[src/rtl/ahb_pkg.sv]
// Shared AHB types for the bus arbiter: transfer encodings, arbiter states and
// a one-hot to index helper.
package ahb_pkg;

  typedef enum logic [1:0] {
    IDLE   = 2'b00,
    BUSY   = 2'b01,
    NONSEQ = 2'b10,
    SEQ    = 2'b11
  } htrans_t;

  typedef enum logic [1:0] {
    PARK,
    OWN,
    LOCKED
  } arb_state_t;

  localparam int MAX_MASTERS = 16;

  // Valid only for one-hot (or zero) inputs; OR-ing the set positions is enough.
  function automatic logic [3:0] onehot2idx(input logic [MAX_MASTERS-1:0] oh);
    logic [3:0] idx;
    idx = '0;
    for (int i = 0; i < MAX_MASTERS; i++) begin
      if (oh[i]) idx = idx | 4'(i);
    end
    return idx;
  endfunction

endpackage

[src/rtl/ahb_rr_picker.sv]
// Round-robin picker: first set request after ptr, wrapping, with ptr itself last.
// Uses a doubled request vector masked to the window (ptr, ptr+N].
module ahb_rr_picker #(
  parameter int NUM_MASTERS = 4,
  parameter int MW          = (NUM_MASTERS > 2) ? $clog2(NUM_MASTERS) : 1
) (
  input  logic [NUM_MASTERS-1:0] req,
  input  logic [MW-1:0]          ptr,
  output logic [MW-1:0]          idx,
  output logic                   any
);

  logic [2*NUM_MASTERS-1:0] dbl;
  logic [2*NUM_MASTERS-1:0] msk;
  logic [2*NUM_MASTERS-1:0] hit;

  always_comb begin
    dbl = {req, req};
    msk = '0;
    for (int i = 0; i < 2*NUM_MASTERS; i++) begin
      msk[i] = (i > int'(ptr)) && (i <= int'(ptr) + NUM_MASTERS);
    end
    hit = dbl & msk;
    any = |req;
    idx = '0;
    // Descending scan so the lowest hit position is the one that sticks.
    for (int i = 2*NUM_MASTERS-1; i >= 0; i--) begin
      if (hit[i]) idx = MW'(i % NUM_MASTERS);
    end
  end

endmodule

[src/rtl/ahb_bus_arbiter.sv]
// Round-robin AHB-lite arbiter: hands the shared slave path over only at
// transfer boundaries, honours locked sequences and bounds per-owner tenure.
module ahb_bus_arbiter
  import ahb_pkg::*;
#(
  parameter int NUM_MASTERS    = 4,
  parameter int DEFAULT_MASTER = 0,
  parameter int MAX_TENURE     = 16,
  localparam int MW            = (NUM_MASTERS > 2) ? $clog2(NUM_MASTERS) : 1
) (
  input  logic                   hclk,
  input  logic                   hreset,
  input  logic [NUM_MASTERS-1:0] hbusreq,
  input  logic [NUM_MASTERS-1:0] hlock,
  input  logic [1:0]             htrans,
  input  logic                   hready,
  output logic [NUM_MASTERS-1:0] hgrant,
  output logic [MW-1:0]          hmaster,
  output logic                   hmastlock,
  output logic                   tenure_expired
);

  localparam int CW = $clog2(MAX_TENURE + 1);
  localparam logic [CW-1:0] CNT_MAX = CW'(MAX_TENURE);
  localparam logic [MW-1:0] DEF_IDX = MW'(DEFAULT_MASTER);

  arb_state_t state, state_nxt, eff;
  htrans_t    tr;

  // ptr always names the currently granted master.
  logic [MW-1:0]          ptr, ptr_nxt, pick, gidx;
  logic [CW-1:0]          cnt, cnt_nxt;
  logic [NUM_MASTERS-1:0] grant_nxt;
  logic                   any, bnd, beat, rearb;

  assign tr   = htrans_t'(htrans);
  assign gidx = MW'(onehot2idx(16'(hgrant)));

  ahb_rr_picker #(
    .NUM_MASTERS (NUM_MASTERS),
    .MW          (MW)
  ) u_picker (
    .req (hbusreq),
    .ptr (ptr),
    .idx (pick),
    .any (any)
  );

  always_comb begin
    bnd  = hready && (tr != BUSY) && (tr != SEQ);
    beat = hready && (tr == NONSEQ || tr == SEQ);

    // Leaving LOCKED is resolved first so re-arbitration can follow in the same cycle.
    eff = state;
    if (state == LOCKED && bnd && !hlock[ptr]) eff = OWN;

    rearb = bnd && (eff != LOCKED) &&
            (eff == PARK || !hbusreq[ptr] || tr == IDLE || tenure_expired);

    state_nxt = eff;
    ptr_nxt   = ptr;
    if (rearb) begin
      if (any) begin
        ptr_nxt   = pick;
        state_nxt = OWN;
      end else begin
        ptr_nxt   = DEF_IDX;
        state_nxt = PARK;
      end
    end
    if (eff == OWN && state_nxt == OWN && ptr_nxt == ptr && hready && hlock[ptr])
      state_nxt = LOCKED;

    cnt_nxt = cnt;
    if (ptr_nxt != ptr)
      cnt_nxt = '0;
    else if (state != PARK && beat && cnt != CNT_MAX)
      cnt_nxt = cnt + CW'(1);

    grant_nxt          = '0;
    grant_nxt[ptr_nxt] = 1'b1;
  end

  always_ff @(posedge hclk) begin
    if (hreset) begin
      state          <= PARK;
      ptr            <= DEF_IDX;
      cnt            <= '0;
      hgrant         <= NUM_MASTERS'(1) << DEF_IDX;
      hmaster        <= DEF_IDX;
      hmastlock      <= 1'b0;
      tenure_expired <= 1'b0;
    end else begin
      state          <= state_nxt;
      ptr            <= ptr_nxt;
      cnt            <= cnt_nxt;
      hgrant         <= grant_nxt;
      tenure_expired <= (cnt_nxt == CNT_MAX);
      // The address-phase owner only advances when the bus accepts a phase.
      if (hready) begin
        hmaster   <= gidx;
        hmastlock <= hlock[gidx];
      end
    end
  end

endmodule
[config.mk]
export PLATFORM = sky130hd
export DESIGN_NAME = ahb_bus_arbiter
export DESIGN_NICKNAME = d
export VERILOG_FILES = /design/src/rtl/ahb_pkg.sv /design/src/rtl/ahb_rr_picker.sv /design/src/rtl/ahb_bus_arbiter.sv
export SDC_FILE = /design/constraint.sdc
export NUM_CORES = 1
export LEC_CHECK = 0
export ABC_AREA = 1
export BUFFER_PORTS_ARGS = -buffer_cell sky130_fd_sc_hd__buf_2
export CORE_MARGIN = 5
export CORE_UTILIZATION = 55
export DETAILED_ROUTE_END_ITERATION = 8
export PLACE_DENSITY = 0.79
export REMOVE_ABC_BUFFERS = 1
export SETUP_SLACK_MARGIN = 0.3
export SYNTH_ARGS = -nofsm -noshare
export SYNTH_HDL_FRONTEND = slang
export SYNTH_HIERARCHICAL = 1
export SYNTH_SLANG_ARGS = --single-unit
[constraint.sdc]
create_clock -name hclk -period 3.3 [get_ports hclk]
set_input_delay 0.66 -clock hclk [delete_from_list [all_inputs] [get_ports hclk]]
set_output_delay 0.66 -clock hclk [all_outputs]
set_load 0.02 [all_outputs]
* Word level (Yosys, flattened, before mapping)
Cells that the tools add are included.
Storage, ports and cells: input bits 13, register bits 17
Operators by class: order comparisons 14, eq/ne operators 12, add/subtract/negate cells 2, reduce and logical (&&, ||, !) cells 28, bitwise operators 1, muxes and demuxes 27
Operators by type and width (count):
- $le A4 B32 Y1 const A | 4
- $le A3 B32 Y1 const A | 2
- $le A2 B32 Y1 const A | 1
- $mux W2 | 15
- $logic_and A1 B1 Y1 | 17
- $mux W5 | 2
- $lt A2 B3 Y1 const B | 3
- $and A8 B8 Y8 | 1
- $bmux W1 S2 | 3
- $eq A2 B2 Y1 const B | 3
- $mux W1 | 6
- $add A5 B1 Y5 const B | 1
- $eq A5 B5 Y1 const B | 1
- $ne A5 B5 Y1 const B | 1
- $add A2 B3 Y4 const B | 1
- $eq A2 B1 Y1 const B | 2
- $gt A2 B2 Y1 const A | 2
- $logic_not A2 Y1 | 2
- $logic_or A1 B1 Y1 | 4
- $ne A2 B2 Y1 const B | 2
- $reduce_or A4 Y1 | 1
- $demux W1 S2 | 1
- $eq A2 B2 Y1 | 1
- $ge A2 B1 Y1 const B | 1
- 6 further kinds | 7

* Depth between registers and ports, before layout
Gate-level depths: netlist (run 1).
word-level depth 19, depth in mapped cells 16

* By module
The synthesis (run 1) kept the hierarchy.
By module, submodules not included:
- ahb_bus_arbiter | times used 1, area each 980.9 µm², cells each 136
- ahb_rr_picker | times used 1, area each 101.3 µm², cells each 23

* Least setup slack after synthesis (run 1)
OpenSTA, ideal clock, no wires.
path kind input port to flip-flop, from input hready, to register state[1], path buffers 1, arrival time 1709 ps, setup slack 1472 ps, cell stages on the path 11, path through buf_2 nand2_1 nor3_4 nand2_4 nand3_4 nand2_4 or2_1 nand2_1 inv_2 nand2_1 a21oi_1
Between the ends: longest elaborated chain between the ends 17
RTL lines:
- from (decl) | line ahb_bus_arbiter.sv:16 | input logic hready,
- $logic_and A1 B1 Y1 (2 in series) | line ahb_bus_arbiter.sv:50 | bnd = hready && (tr != BUSY) && (tr != SEQ);
- $logic_and A1 B1 Y1 (2 in series) | line ahb_bus_arbiter.sv:55 | if (state == LOCKED && bnd && !hlock[ptr]) eff = OWN;
- $mux W2 | line ahb_bus_arbiter.sv:55
- $logic_not A2 Y1 | line ahb_bus_arbiter.sv:58 | (eff == PARK || !hbusreq[ptr] || tr == IDLE || tenure_expired);
- $logic_or A1 B1 Y1 (3 in series) | line ahb_bus_arbiter.sv:58
- $logic_and A1 B1 Y1 | line ahb_bus_arbiter.sv:57 | rearb = bnd && (eff != LOCKED) &&
- $mux W2 | line ahb_bus_arbiter.sv:62 | if (rearb) begin
- $eq A2 B1 Y1 | line ahb_bus_arbiter.sv:71 | if (eff == OWN && state_nxt == OWN && ptr_nxt == ptr && hready && hlock[ptr])
- $logic_and A1 B1 Y1 (4 in series) | line ahb_bus_arbiter.sv:71
- $mux W2 (*) | line ahb_bus_arbiter.sv:71
- to (signal assigned) | line ahb_bus_arbiter.sv:94 | state <= state_nxt;
- to (decl) | line ahb_bus_arbiter.sv:27 | arb_state_t state, state_nxt, eff;
Every way passes the cells marked *; elsewhere a longest branch is shown, timed or not. A chain may end at the register's enable or synchronous reset.

* Final worst setup path (run 1)
from register ptr[0], to register tenure_expired
Between the ends: longest elaborated chain between the ends 16
RTL lines:
- from (decl) | line ahb_bus_arbiter.sv:31 | logic [MW-1:0] ptr, ptr_nxt, pick, gidx;
- from (signal assigned) | line ahb_bus_arbiter.sv:95 | ptr <= ptr_nxt;
- $add A2 B3 Y4 | line ahb_rr_picker.sv:21 | msk[i] = (i > int'(ptr)) && (i <= int'(ptr) + NUM_MASTERS);
- $le A4 B32 Y1 | line ahb_rr_picker.sv:21
- $and A8 B8 Y8 (*) | line ahb_rr_picker.sv:23 | hit = dbl & msk;
- $mux W2 (6 in series) | line ahb_rr_picker.sv:28 | if (hit[i]) idx = MW'(i % NUM_MASTERS);
- $mux W2 (*) (2 in series) | line ahb_rr_picker.sv:28
- net pick[0] | line ahb_bus_arbiter.sv:31
- $mux W2 (*) | line ahb_bus_arbiter.sv:63 | if (any) begin
- $mux W2 (*) | line ahb_bus_arbiter.sv:62
- $ne A2 B2 Y1 (*) | line ahb_bus_arbiter.sv:75 | if (ptr_nxt != ptr)
- $mux W5 (*) | line ahb_bus_arbiter.sv:75
- $eq A5 B5 Y1 (*) | line ahb_bus_arbiter.sv:98 | tenure_expired <= (cnt_nxt == CNT_MAX);
- to (signal assigned) | line ahb_bus_arbiter.sv:98
- to (decl) | line ahb_bus_arbiter.sv:20 | output logic tenure_expired
The timed path passes the listed nets; every way through them passes the cells marked *. The select of a mux whose other input is x is not followed.

==> results list, run 1 <==
* Outcome: finished clean
* Final Hold Slack: 0.534 ns
- The via count of the first global-routing pass was about 1000.
* Most used cells in the layout excluding fill and tap cells: sky130_fd_sc_hd__nand2_1, sky130_fd_sc_hd__inv_1, sky130_fd_sc_hd__buf_2
* Slew Limit Headroom: approximately 77%
* Switching power: 0.138 mW
- Using the TritonRoute via totals, the vias-per-cell ratio works out to 4.95.
* Post-CTS setup repair buffer count: 0
- H-tree levels: 1
* Cells along the critical path: nand2_1 -> inv_1 -> nand2_1 -> nand2_1 -> nand2_1 -> nand2_1 -> nand2_1 -> nand2_1 -> nand2_1 -> nand4_1 -> nand2_2 -> nor2_4 -> nand2_1 -> nand2_1 -> nor2_1
- TritonCTS clock tree: yes
- Summed negative setup slack over all endpoints: 0 ns
- Yosys printed 6 warnings.
- Cell with the most instances on the worst path: sky130_fd_sc_hd__nand2_1
- Count of unique library cells instantiated by Yosys: 30
- Total via count in the routed design: 1029
* Final Worst Setup Slack: 1.43 ns
- Library cell with the largest summed area after synthesis: sky130_fd_sc_hd__dfxtp_1
- The worst-case IR drop observed on VDD is 0.303 mV.
* Post-Synth XOR/XNOR Area: between 1.5 and 2%
- Adder-Cell Fraction of Synth Area: 2.31%
* Fin cells: 208
- Port Buffers: 20
* Initial standard-cell utilization of the core: 56.3%
- Global routing consumed, over all layers together, 18.8% of the routing resources.
- Cell class contributing the biggest share of worst-path delay: simple AND/OR/NAND/NOR gates
- Antenna violations before repair: 0
- Drt wl/cell: 11.4 um
- Total grt overflow: 0
* CTS Buffer Depth: 2
- Number of nets with antenna violations after detailed routing: 0
- X dimension of the die: 54.4 um
- Max stage delay on crit path: 0.54 ns
- The synthesized design contains 17 register bits.
* Dpl cells: 204
- Synthesized area per cell: 6.81 um^2
- The number of hold violations in the final report came to 0.
- Relative contribution of combinational cells to total power: a little under a quarter
* Area share of the largest cell type after synthesis: between 30% and 40%
* Final-report setup violation count: 0
* Multiplexer share of the synthesized area: approximately 2.0%
- Fraction of layout instances using a drive strength above 1: 24.9%
- The cell area that synthesis handed to floorplanning was about 0.0011 mm^2.
* Basic-gate share of the synthesized area counting and, or, nand and nor cells: 42.2%
* Detailed router's first-iteration violation count: 7
- Clock tree synthesis selected as its root buffer the cell sky130_fd_sc_hd__clkbuf_4.
- The synthesized design contains 0 enable-type register cells.
- Worst Clk Skew: 0.00204 ns
- Clock power frac: 24.9%
- Of all flip-flops after synthesis, the portion carrying an async set or reset was 0%.
- In the final design database the tool counted a little under 200 nets.
- Entering global routing, the biggest net connects 11 pins.
* Clock buffers created by TritonCTS: 3
* Type of the worst setup path: reg -> reg
- Clock slew at reported path FFs: 0.09 ns
- The final count of pins violating max slew is 0.
- The die covers 0.00296 mm^2.
- The number of gates resized after CTS was 0.
* Number of max-cap violations: 0
- Data arrival, critical path: 2.06 ns
- In this run the worst hold path is classified as reg -> reg.
- The clock reaches the later pin of the worst-skew pair after 0.29 ns.
* Antenna cell count: 0
- Maximum fanout encountered on the critical timing path: 10
* Clock Sinks: 17
- Counting both buffers and inverters, the worst setup path holds a total of 1.
* Worst path slowest cell: sky130_fd_sc_hd__dfxtp_1
* Post-synthesis compound-gate area fraction: 9.83%
* Final wirelength: between 2 and 2.5 mm
- Setup repair after global routing missed its margin: false
* Power Dens Cells: 350 mW/mm^2
- First-pass GRT wire length: 4.08 mm
- Final weighted congestion in routability-driven placement: 0.877
* Most frequent standard cell in the layout excluding fill and tap cells: sky130_fd_sc_hd__nand2_1
- Kind of start point of the critical path: flip-flop
- The floorplan step defined a core boundary enclosing 0.00192 mm^2.
* Static leakage: between 0.6 and 0.7 nW
* DRC Markers: 0
- Post-DP Area: about 0.0012 mm^2
- Main combinational cell family by area after synthesis: simple AND/OR/NAND/NOR gates
- Total power for the finished layout comes to about 0.43 mW.
- The internal power of the cells totals ~0.29 mW.
* Portion of total power attributed to sequential cells: 51.8%
- Layout overhead on the synthesized area: 14.0%
* Achievable clock frequency: roughly 0.53 GHz
- Row generation in the floorplan step produced 16 rows.
- After synthesis, the cell types taking the most area are sky130_fd_sc_hd__dfxtp_1, sky130_fd_sc_hd__nand2_1, sky130_fd_sc_hd__inv_1.
- Net switching is roughly a third of the power.
* Critical Path Sink Type: flip-flop
- Required @ worst endpoint: between 3 and 4 ns
- Summed over all nets, the half-perimeter wirelength after detailed placement is 1.98 mm.
* Top Ports: 21
* Post-route design area: around 0.0012 mm^2
- Synthesis produced 159 cells.
* CTS hold repair buffers: 0
- Initial DRT Pass Iterations: 4
- After layout, the worst path uses 56.7% of the clock period.
- Among all flip-flop cells after synthesis, the most frequent one is sky130_fd_sc_hd__dfxtp_1.
* Finished Core Util: 64.2%
- Time the final worst path needs with I/O delays and setup: 1.87 ns
* DP Worst Slack: 1.20 ns
* Tightest Pin Transition: around 0.35 ns
* Height of the die: roughly 54 um
* Sequential cell area fraction in the yosys report: 31.4%
[layout make-up]
type	instances	area, um^2
clock buffer	3	22.5
sequential	17	340
tap	27	33.8
fill	200	688
timing repair buffer	20	100
multi-input combinational	112	627
inverter	28	105
clock inverter	1	5.00
[path summary, 6_finish.rpt]
check,slack (ns),start,cells after the start,end
setup / recovery,1.43,ptr[0],15,tenure_expired
hold / removal,0.53,hmaster[1],2,hmaster[1]
setup reg to reg,1.43,ptr[0],15,tenure_expired
hold reg to reg,0.53,hmaster[1],2,hmaster[1]
[sequential cells by signal, summed over array words and instances (netlist names)]
register,flops
cnt,5
hgrant,4
hmaster,2
hmastlock,1
ptr,2
state,2
tenure_expired,1
[cells by family (layout without fill, tap and decap cells)]
| logic type | Yosys count | after routing |
|---|---|---|
| AO/OA/AOI/OAI | 16 | 16 |
| XOR/XNOR | 2 | 2 |
| adder cells (fa/ha/maj) | 2 | 2 |
| buffers and inverters | 30 | 52 |
| flip-flops | 17 | 17 |
| multiplexers | 2 | 2 |
| AND/OR/NAND/NOR | 90 | 90 |
[power groups by stage]
stage / clock (mW) / combinational, mW / sequential [mW]
floorplan: 0 / 0.0611 / 0.234
global placement: 0 / 0.0961 / 0.228
detailed placement: 0 / 0.101 / 0.228
CTS: 0.110 / 0.101 / 0.223
global route: 0.120 / 0.112 / 0.225
finish: 0.107 / 0.101 / 0.224
[per-layer routing]
metal  global-route usage (%)  vias up  share of wire, %
li1                         -      547                 -
met1                     19.7      459                42
met2                     35.7       15                51
met3                     3.54        8               3.5
met4                     8.71        0               3.0
met5                        0        -                 0
[cells in the mapped netlist, types with 2 or more instances]
library cell / number
sky130_fd_sc_hd__nand2_4: 2
sky130_fd_sc_hd__nor2_4: 3
sky130_fd_sc_hd__o21ai_0: 3
sky130_fd_sc_hd__a21oi_2: 4
sky130_fd_sc_hd__a21oi_1: 3
sky130_fd_sc_hd__ha_1: 2
sky130_fd_sc_hd__nand4_1: 4
sky130_fd_sc_hd__xor2_1: 2
sky130_fd_sc_hd__nor2_1: 19
sky130_fd_sc_hd__o21ai_1: 2
sky130_fd_sc_hd__buf_2: 2
sky130_fd_sc_hd__nand3_1: 10
sky130_fd_sc_hd__nand2_1: 39
sky130_fd_sc_hd__nand3_2: 2
sky130_fd_sc_hd__nor3_1: 3
sky130_fd_sc_hd__dfxtp_1: 17
sky130_fd_sc_hd__inv_1: 24
sky130_fd_sc_hd__nand2_2: 3
sky130_fd_sc_hd__inv_2: 4
[worst reg2reg max path: stages (launching register included)]
cell and delay [ns]:
sky130_fd_sc_hd__dfxtp_1 0.54, sky130_fd_sc_hd__nand2_1 0.12, sky130_fd_sc_hd__inv_1 0.08, sky130_fd_sc_hd__nand2_1 0.05, sky130_fd_sc_hd__nand2_1 0.05, sky130_fd_sc_hd__nand2_1 0.05
sky130_fd_sc_hd__nand2_1 0.05, sky130_fd_sc_hd__nand2_1 0.05, sky130_fd_sc_hd__nand2_1 0.07, sky130_fd_sc_hd__nand2_1 0.10, sky130_fd_sc_hd__nand4_1 0.12, sky130_fd_sc_hd__nand2_2 0.08
sky130_fd_sc_hd__nor2_4 0.20, sky130_fd_sc_hd__nand2_1 0.10, sky130_fd_sc_hd__nand2_1 0.08, sky130_fd_sc_hd__nor2_1 0.04
No activity file was read; power rests on OpenSTA's default activity.
==> run 2, diff against run 1 <==
ABC_AREA = 0   (was 1)
CORE_UTILIZATION = 49   (was 55)
PLACE_DENSITY = 0.74   (was 0.79)
clock period = 1.62 ns   (was 3.3 ns; I/O delays follow)
==> results list, run 2 <==
- The final worst hold slack came to 0.378 ns (-0.156 ns).
* Clock Sinks: 17 (unchanged)
- The final setup violation count was 14 (+14).
* First-pass GRT wire length: 5.06 mm (+24%)
- Slew Limit Headroom: 75.6% (-1.1 points)
- Maximum fanout encountered on the critical timing path: 4 (-6)
- Multi-input logic area: 863 um^2 (+38%)
* Final Worst Setup Slack: -0.202 ns (-1.63 ns)
- The maximum number of buffers from clock root to sink is 2 (unchanged).
- The core footprint was 0.00223 mm^2 (+16%).
* Antenna violations before repair: 0 (unchanged)
- The share of layout cells above drive strength 1 came to 50.0% (+25 points).
* Required @ worst endpoint: 1.85 ns (-1.64 ns)
- Post-route design area: 0.00169 mm^2 (+37%)
- Launching point of the worst reg2reg path: ptr[0]
- The sequential fraction of the synthesis area is 29.4% (-2.1 points).
* Row count: 17 (+1)
* Most used cells in the layout excluding fill and tap cells: sky130_fd_sc_hd__buf_4, sky130_fd_sc_hd__buf_2, sky130_fd_sc_hd__dfxtp_1
- The summed instance area of the synthesized netlist was 0.00116 mm^2 (+7.1%).
- The worst-skew pair later-pin latency is 0.29 ns (about the same).
* Worst Clk Skew: 0.00380 ns (+0.00176 ns)
- Area share of the largest cell type after synthesis: 29.4% (-2.1 points)
- Library cell with the largest summed area after synthesis: sky130_fd_sc_hd__dfxtp_1
- Worst path slowest cell: sky130_fd_sc_hd__mux4_2
* Max stage delay on crit path: 0.53 ns (about the same)
- The global router's overall resource usage is 18.8% (-0.075 points).
- The number of buffers created by CTS came to 3 (unchanged).
* Clock power frac: 19.0% (-5.9 points)
* Maximum number of pins on one net before global-route repair: 13 (+2)
- Minimum setup slack among reg-to-reg paths: -0.20 ns (-1.63 ns)
- The post-placement worst setup slack is -0.487 ns (-1.69 ns).
* Crit path buf inv count: 3 (+2)
- The synthesis-stage register bit count was 17 (unchanged).
- Cell with the most instances on the worst path: sky130_fd_sc_hd__buf_6
- The total number of vias came to 1209 (+17%).
- Among all cell types in the netlist, the one instantiated most often is sky130_fd_sc_hd__dfxtp_1.
- Half-perimeter wire length after placement: 2.23 mm (+13%)
- The depth of the worst hold-timing path is 2 (unchanged).
- The power per cell area was 693 mW/mm^2 (+98%).
* Type of the worst setup path: reg -> reg
- Most frequent standard cell in the layout excluding fill and tap cells: sky130_fd_sc_hd__buf_4
* Largest registers: cnt: 5 flops, hgrant: 4 flops
* Via count of the first global-routing pass: 1194 (+16%)
- Switching power: 0.382 mW (+180%)
- The flip-flop count of the largest register, all copies and words added is 5 (unchanged).
- Count of final max-slew check failures: 0 (unchanged)
* Count of unique library cells instantiated by Yosys: 47 (+57%)
- Library cell used as clock root buffer: sky130_fd_sc_hd__clkbuf_4
* Outcome: finished, violations left
- Critical Path Sink Type: flip-flop
- Final wirelength: 3.12 mm (+31%)
- The total die area was 0.00344 mm^2 (+16%).
- The clock-pin slew of the registers on the worst-case setup and hold paths is 0.09 ns (about the same).
- Yosys warnings: 6 (unchanged)
- Hold Path Origin: hreset
- The share of power burned in combinational logic came to 41.1% (+18 points).
- Drt wl/cell: 14.4 um (+27%)
- Largest reg by FF count: cnt
- The sequential fraction of design power came to 39.8% (-12 points).
- The via-per-instance ratio was 5.60 (+13%).
* Layout overhead on the synthesized area: 45.9%
- Worst hold path class: in -> reg
- Summed negative setup slack over all endpoints: -1.66 ns (-1.66 ns)
- Total grt overflow: 0 (unchanged)
* Data arrival, critical path: 2.05 ns (about the same)
* Top_reg_cell synth: sky130_fd_sc_hd__dfxtp_1
* Post-DP Area: 0.00148 mm^2 (+23%)
* Fill cells: 137 (-32%)
- Grouping stages by cell kind, the critical path spends the most delay in multiplexers.
* Final weighted congestion in routability-driven placement: 0.873 (-0.38%)
- The max-capacitance violation count was 0 (unchanged).
- Cells along the critical path: buf_6 -> mux4_2 -> buf_6 -> inv_4 -> a31oi_1 -> or3_1 -> a21oi_2
- Top Ports: 21 (unchanged)
* Maximum ir drop on the vdd rail: 0.545 mV (+80%)
- The design internal power is 0.789 mW (+170%).
* Height of the die: 58.6 um (+7.8%)
- Detailed router's first-iteration violation count: 28 (+21)
- The final critical-path share of the clock period came to 112% (+56 points).
- The number of optimization iterations in the first detailed-route pass is 4 (unchanged).
- In this run the critical register-to-register path is captured at state[0].
- The fmax came to 0.549 GHz (+2.8%).
* Finished Core Util: 75.7% (+11 points)
* DRC Markers: 0 (unchanged)
* Instance count of the mapped netlist: 136 (-14%)
- Setup repair after global routing could not meet its margin everywhere.
- The horizontal die dimension was 58.6 um (+7.8%).
* Switching part of the total: 32.6% (+0.73 points)
- The number of H-tree levels came to 1 (unchanged).
* Antenna cell count: 0 (unchanged)
- The checks that failed: negative setup slack.
- Register area: 347 um^2 (+1.8%)
- Worst-case reg-to-reg path depth: 7 (-8)
* Terminating pin of the worst hold path: state[0]
- Tightest Pin Transition: 0.364 ns (+0.0153 ns)
* Count of flip-flops with a built-in enable after synthesis: 0 (unchanged)
- The worst setup path is launched from a flip-flop.
- The share of flip-flops with an asynchronous set or reset came to 0% (unchanged).
- Static leakage: 0.672 nW (+5.5%)
* Top post-synthesis cells by area: sky130_fd_sc_hd__dfxtp_1, sky130_fd_sc_hd__mux2i_1, sky130_fd_sc_hd__nor2_1
- The number of hold violations in the final report is 0 (unchanged).
- Number of nets with antenna violations after detailed routing: 0 (unchanged)
- The initial core utilization is 51.9% (-4.4 points).
- Port Buffers: 20 (unchanged)
- Synthesized area per cell: 8.52 um^2 (+25%)
* Top cells by count, synth: sky130_fd_sc_hd__dfxtp_1, sky130_fd_sc_hd__nor2_1, sky130_fd_sc_hd__a21oi_1
* Count of nets after finishing: 204 (+3.6%)
* TritonCTS clock tree: yes
- The final critical path time including I/O delays and setup came to 1.82 ns (-0.0509 ns).
[run 2: changes by cell type in the layout (fill, tap and decap cells not counted), sizes merged, moves of 4 or more]
cell	change
a21oi	+4
mux2i	+6
inv	-22
buf	+34
nand2	-34
nand3	-9
nand2b	+4
nand4	-4
nor2	-6
[run 2: cells by family (layout without fill, tap and decap cells)]
| kind of cell | after synthesis | in the layout | synth area share [%] |
|---|---|---|---|
| AND/OR/NAND/NOR | 53 | 53 | 25.9 |
| AO/OA/AOI/OAI | 36 | 36 | 21.9 |
| flip-flops | 17 | 17 | 29.4 |
| buffers and inverters | 12 | 64 | 6.15 |
| multiplexers | 10 | 10 | 9.94 |
| XOR/XNOR | 6 | 6 | 4.54 |
| adder cells (fa/ha/maj) | 2 | 2 | 2.16 |
[run 2: area by class of cell]
type,count,share of cell area (%)
well taps,28,2.07
clock buffers,4,1.55
inverters,6,1.48
multi-input cells,107,51.1
repair buffers,54,23.3
flip-flops and latches,17,20.5
[run 2: repair_timing]
action / 4_1_cts / 5_1_grt
endpoints found under the setup margin: 14 / 14
hold endpoints to repair: 0 / 0
setup buffers: 3 / 1
gates resized for setup: 28 / 13
hold buffers: 0 / 0
pin swaps: 17 / 7
[run 2: power groups by stage]
stage / sequential (mW) / clock [mW] / combinational, mW
2_1_floorplan: 0.504 / 0 / 0.168
3_3_place_gp: 0.472 / 0 / 0.367
3_5_place_dp: 0.473 / 0 / 0.378
4_1_cts: 0.465 / 0.229 / 0.440
5_1_grt: 0.470 / 0.245 / 0.520
6_report: 0.467 / 0.223 / 0.482
[run 2: worst max path at each step]
stage,startpoint,end,slack [ns],cells after the start
3_3_place_gp,hbusreq[1],tenure_expired,-0.38,9
3_5_place_dp,hbusreq[1],tenure_expired,-0.49,9
6_report,ptr[0],state[0],-0.20,7
2_1_floorplan,ptr[0],hgrant[1],-0.51,5
5_1_grt,ptr[0],state[0],-0.27,7
4_1_cts,ptr[1],cnt[4],-0.16,9
[run 2: metal layers]
metal	GRT usage [%]	vias to the layer above	share of wire, %	wire length [um]
li1	-	594	-	-
met1	21.7	585	43	1340
met2	34.9	25	51	1600
met3	4.17	5	4.8	148
met4	4.21	0	0.80	25
met5	0	-	0	0
[run 2: metrics by stage]
stage          power, mW  cells
4_1_cts             1.13    215
3_3_place_gp       0.839    208
3_5_place_dp       0.852    208
5_1_grt             1.24    216
2_1_floorplan      0.672    130
6_report            1.17    216
==> run 3, diff against run 2 <==
CORE_UTILIZATION = 48   (was 49)
SYNTH_HIERARCHICAL = default   (was 1)
==> results list, run 3 <==
- Maximum ir drop on the vdd rail: 0.432 mV (-21%)
- Fill cells: 173 (+26%)
- The leakage power figure came to 0.596 nW (-11%).
* Worst Clk Skew: 0.00238 ns (-0.00142 ns)
- The horizontal die dimension came to 56.7 um (-3.3%).
- Launching point of the worst reg2reg path: ptr[0]
* Drt wl/cell: 14.2 um (-1.5%)
- The worst setup path is captured at a flip-flop.
- Port Buffers: 20 (unchanged)
- The final design area excluding fillers is 0.00143 mm^2 (-16%).
- Top cells by count, synth: sky130_fd_sc_hd__nor2_1, sky130_fd_sc_hd__dfxtp_1, sky130_fd_sc_hd__a21oi_1
* Antenna cell count: 0 (unchanged)
- Total grt overflow: 0 (unchanged)
- The total power of the final layout came to 0.972 mW (-17%).
- Layout overhead on the synthesized area: 36.5%
- Count of nets after finishing: 185 (-9.3%)
- The number of cells after detailed placement was 192 (-7.7%).
* Summed negative setup slack over all endpoints: -2.18 ns (-0.522 ns)
* Cells along the critical path: mux4_2 -> a22oi_2 -> o21bai_4 -> or3b_1 -> a21oi_1
* Initial standard-cell utilization of the core: 48.7% (-3.2 points)
* Die area: 0.00321 mm^2 (-6.5%)
- Time the final worst path needs with I/O delays and setup: 1.86 ns (+0.0366 ns)
- Via count of the first global-routing pass: 1044 (-13%)
- Most used cells in the layout excluding fill and tap cells: sky130_fd_sc_hd__buf_4, sky130_fd_sc_hd__nor2_1, sky130_fd_sc_hd__buf_2
* Synthesized area per cell: 8.24 um^2 (-3.3%)
* Clock latency of the later-clocked register in the worst-skew pair: 0.30 ns (about the same)
- The total clock sinks came to 17 (unchanged).
- Final Worst Setup Slack: -0.238 ns (-0.0366 ns)
- The share of layout cells above drive strength 1 was 39.1% (-11 points).
* Instance count of the mapped netlist: 127 (-6.6%)
- Worst hold path class: in -> reg
- In the synthesized netlist the dominant register cell turns out to be sky130_fd_sc_hd__dfxtp_1.
* Sequential cell area fraction in the yosys report: 32.5% (+3.2 points)
* Worst-case reg-to-reg path depth: 5 (-2)
- The number of antenna violations at the first check in global routing is 0 (unchanged).
- The final count of pins violating max slew was 0 (unchanged).
- Most frequent standard cell in the layout excluding fill and tap cells: sky130_fd_sc_hd__buf_4
* Fin cells: 197 (-8.8%)
- The final critical-path share of the clock period was 115% (+2.3 points).
- In the final layout, the registers with the most flip-flops are cnt: 5 flops, hgrant: 4 flops.
* Power Dens Cells: 681 mW/mm^2 (-1.7%)
- The worst setup path is launched from a flip-flop.
- The post-detailed-route DRC marker count came to 0 (unchanged).
- After synthesis, the cell types taking the most area are sky130_fd_sc_hd__dfxtp_1, sky130_fd_sc_hd__nor2_1, sky130_fd_sc_hd__a21oi_1.
- Violations in the final reports: negative setup slack
- Summed over all instances, the cell type with the most area after synthesis is sky130_fd_sc_hd__dfxtp_1.
* Maximum number of pins on one net before global-route repair: 11 (-2)
- Final-report setup violation count: 14 (unchanged)
* Required @ worst endpoint: 1.86 ns (about the same)
- Clock slew at reported path FFs: 0.11 ns (+0.02 ns)
- Final wirelength: 2.80 mm (-10%)
- Post-DP Area: 0.00133 mm^2 (-10%)
- The area share of the leading cell type in the synthesized netlist came to 32.5% (+3.2 points).
- The maximum number of buffers from clock root to sink is 2 (unchanged).
- TritonCTS built the clock tree.
* Initial DRT Pass Iterations: 5 (+1)
* Number of max-cap violations: 0 (unchanged)
- Outcome: finished, violations left
- The distinct cell type count of the synthesized netlist is 43 (-8.5%).
- Achievable clock frequency: 0.538 GHz (-2.0%)
- Library cell used as clock root buffer: sky130_fd_sc_hd__clkbuf_4
- Clock buffers created by TritonCTS: 3 (unchanged)
* H-tree levels: 1 (unchanged)
* Tightest Pin Transition: 0.572 ns (+0.208 ns)
- Setup repair after global routing could not meet its margin everywhere.
- Top Ports: 21 (unchanged)
* Top-count cell post-synth: sky130_fd_sc_hd__nor2_1
* Largest reg by FF count: cnt
- For this design, the slowest cell found on the critical path is sky130_fd_sc_hd__mux4_2.
- Total via count in the routed design: 1139 (-5.8%)
- The kind of cell with the highest combined delay along the critical path is multiplexers.
- The y dimension of the die was 56.7 um (-3.3%).
- The synthesis-stage register bit count was 17 (unchanged).
* Minimum setup slack among reg-to-reg paths: -0.24 ns (-0.04 ns)
* First-pass GRT wire length: 4.69 mm (-7.3%)
- The cell row count was 17 (unchanged).
- Worst r2r dst: hgrant[1]
* Hold Path Origin: hreset
- The worst-path maximum fanout came to 6 (+2).
* Post-synthesis async set-or-reset flop share: 0% (unchanged)
- Data arrival, critical path: 2.10 ns (+0.05 ns)
* Count of flip-flops with a built-in enable after synthesis: 0 (unchanged)
* Mean number of vias per cell: 5.78 (+3.3%)
- Terminating pin of the worst hold path: hgrant[2]
* Worst hold path depth: 2 (unchanged)
* Max stage delay on crit path: 0.53 ns (about the same)
- Placeable core area: 0.00215 mm^2 (-3.8%)
* Area of the mapped netlist: 0.00105 mm^2 (-9.7%)
- The buffer and inverter count on the worst path is 0 (-3).
- The detailed placement HPWL is 2.13 mm (-4.5%).
- The global router's overall resource usage came to 18.3% (-0.47 points).
- Slew Limit Headroom: 61.8% (-14 points)
- The final weighted congestion of routability-driven global placement is 0.815 (-6.7%).
* CTS hold repair buffers: 0 (unchanged)
* Yosys warnings: 0 (-6)
- Finished Core Util: 66.5% (-9.2 points)
- The DRC violation total after the first TritonRoute iteration was 40 (+43%).
- The number of hold violations in the final report is 0 (unchanged).
* Type of the worst setup path: reg -> reg
* Number of nets with antenna violations after detailed routing: 0 (unchanged)
- Flip-flop count of the largest register, all copies and words added: 5 (unchanged)
==> run 3: cell count changes after synthesis, moves of 3 or more <==
cell / before / now
sky130_fd_sc_hd__a221oi_1: 0 / 3
sky130_fd_sc_hd__or3b_1: 0 / 3
sky130_fd_sc_hd__buf_2: 1 / 4
sky130_fd_sc_hd__o21ai_0: 6 / 1
sky130_fd_sc_hd__mux2i_1: 7 / 2
sky130_fd_sc_hd__nor2_1: 16 / 21
==> run 3: kinds of logic (layout without fill, tap and decap cells) <==
| kind of cell | count (synthesis) | after routing | synth area share, % |
|---|---|---|---|
| mux | 4 | 4 | 6.22 |
| compound gates | 32 | 32 | 22.7 |
| xor+xnor | 5 | 5 | 4.19 |
| buf+inv | 14 | 56 | 6.22 |
| simple gates | 53 | 53 | 25.7 |
| fa+ha+maj | 2 | 2 | 2.39 |
| flops | 17 | 17 | 32.5 |
==> run 3: repair_timing <==
action | in CTS | in global routing
resized for setup | 9 | 5
hold endpoints to repair | 0 | 0
buffers inserted | 1 | 0
pin swaps | 3 | 3
setup endpoints to repair | 14 | 16
==> run 3: routing by layer <==
layer	vias to the layer above	track usage (%)	part of all wire, %
li1	552	-	-
met1	543	22.7	41
met2	39	30.0	50
met3	5	3.45	6.5
met4	0	8.81	1.8
met5	-	0	0
==> run 3: cell type report <==
type | count | area, um^2 | share of cell area [%]
inverter | 8 | 30.0 | 2.10
clock inverter | 1 | 5.00 | 0.351
tap | 28 | 35.0 | 2.45
multi-input combinational | 96 | 696 | 48.7
clock buffer | 3 | 22.5 | 1.58
timing repair buffer | 44 | 293 | 20.5
sequential | 17 | 347 | 24.3
==> run 3: how the worst max path moves through the flow <==
| stage | startpoint | end | slack, ns | depth (start not counted) |
|---|---|---|---|---|
| after global placement | ptr[0] | tenure_expired | -0.28 | 6 |
| after CTS | ptr[0] | hgrant[1] | -0.21 | 5 |
| after floorplan | ptr[0] | hgrant[2] | -0.31 | 5 |
| after detailed placement | ptr[0] | hgrant[3] | -0.32 | 6 |
| after global routing | ptr[0] | hgrant[0] | -0.35 | 5 |
| final | ptr[0] | hgrant[1] | -0.24 | 5 |
==> run 3: per-stage QoR <==
stage | hold slack [ns] | worst slack [ns]
global route | 0.300 | -0.346
global placement | 0.457 | -0.277
detailed placement | 0.463 | -0.316
floorplan | 0.393 | -0.313
finish | 0.311 | -0.238
CTS | 0.302 | -0.212
==> run 3: power by group <==
group          internal [mW]  switching (mW)  leakage, nW
Sequential             0.437          0.0176        0.140
Clock                 0.0922           0.149       0.0177
Combinational          0.134           0.142        0.438
Total                  0.663           0.308        0.596
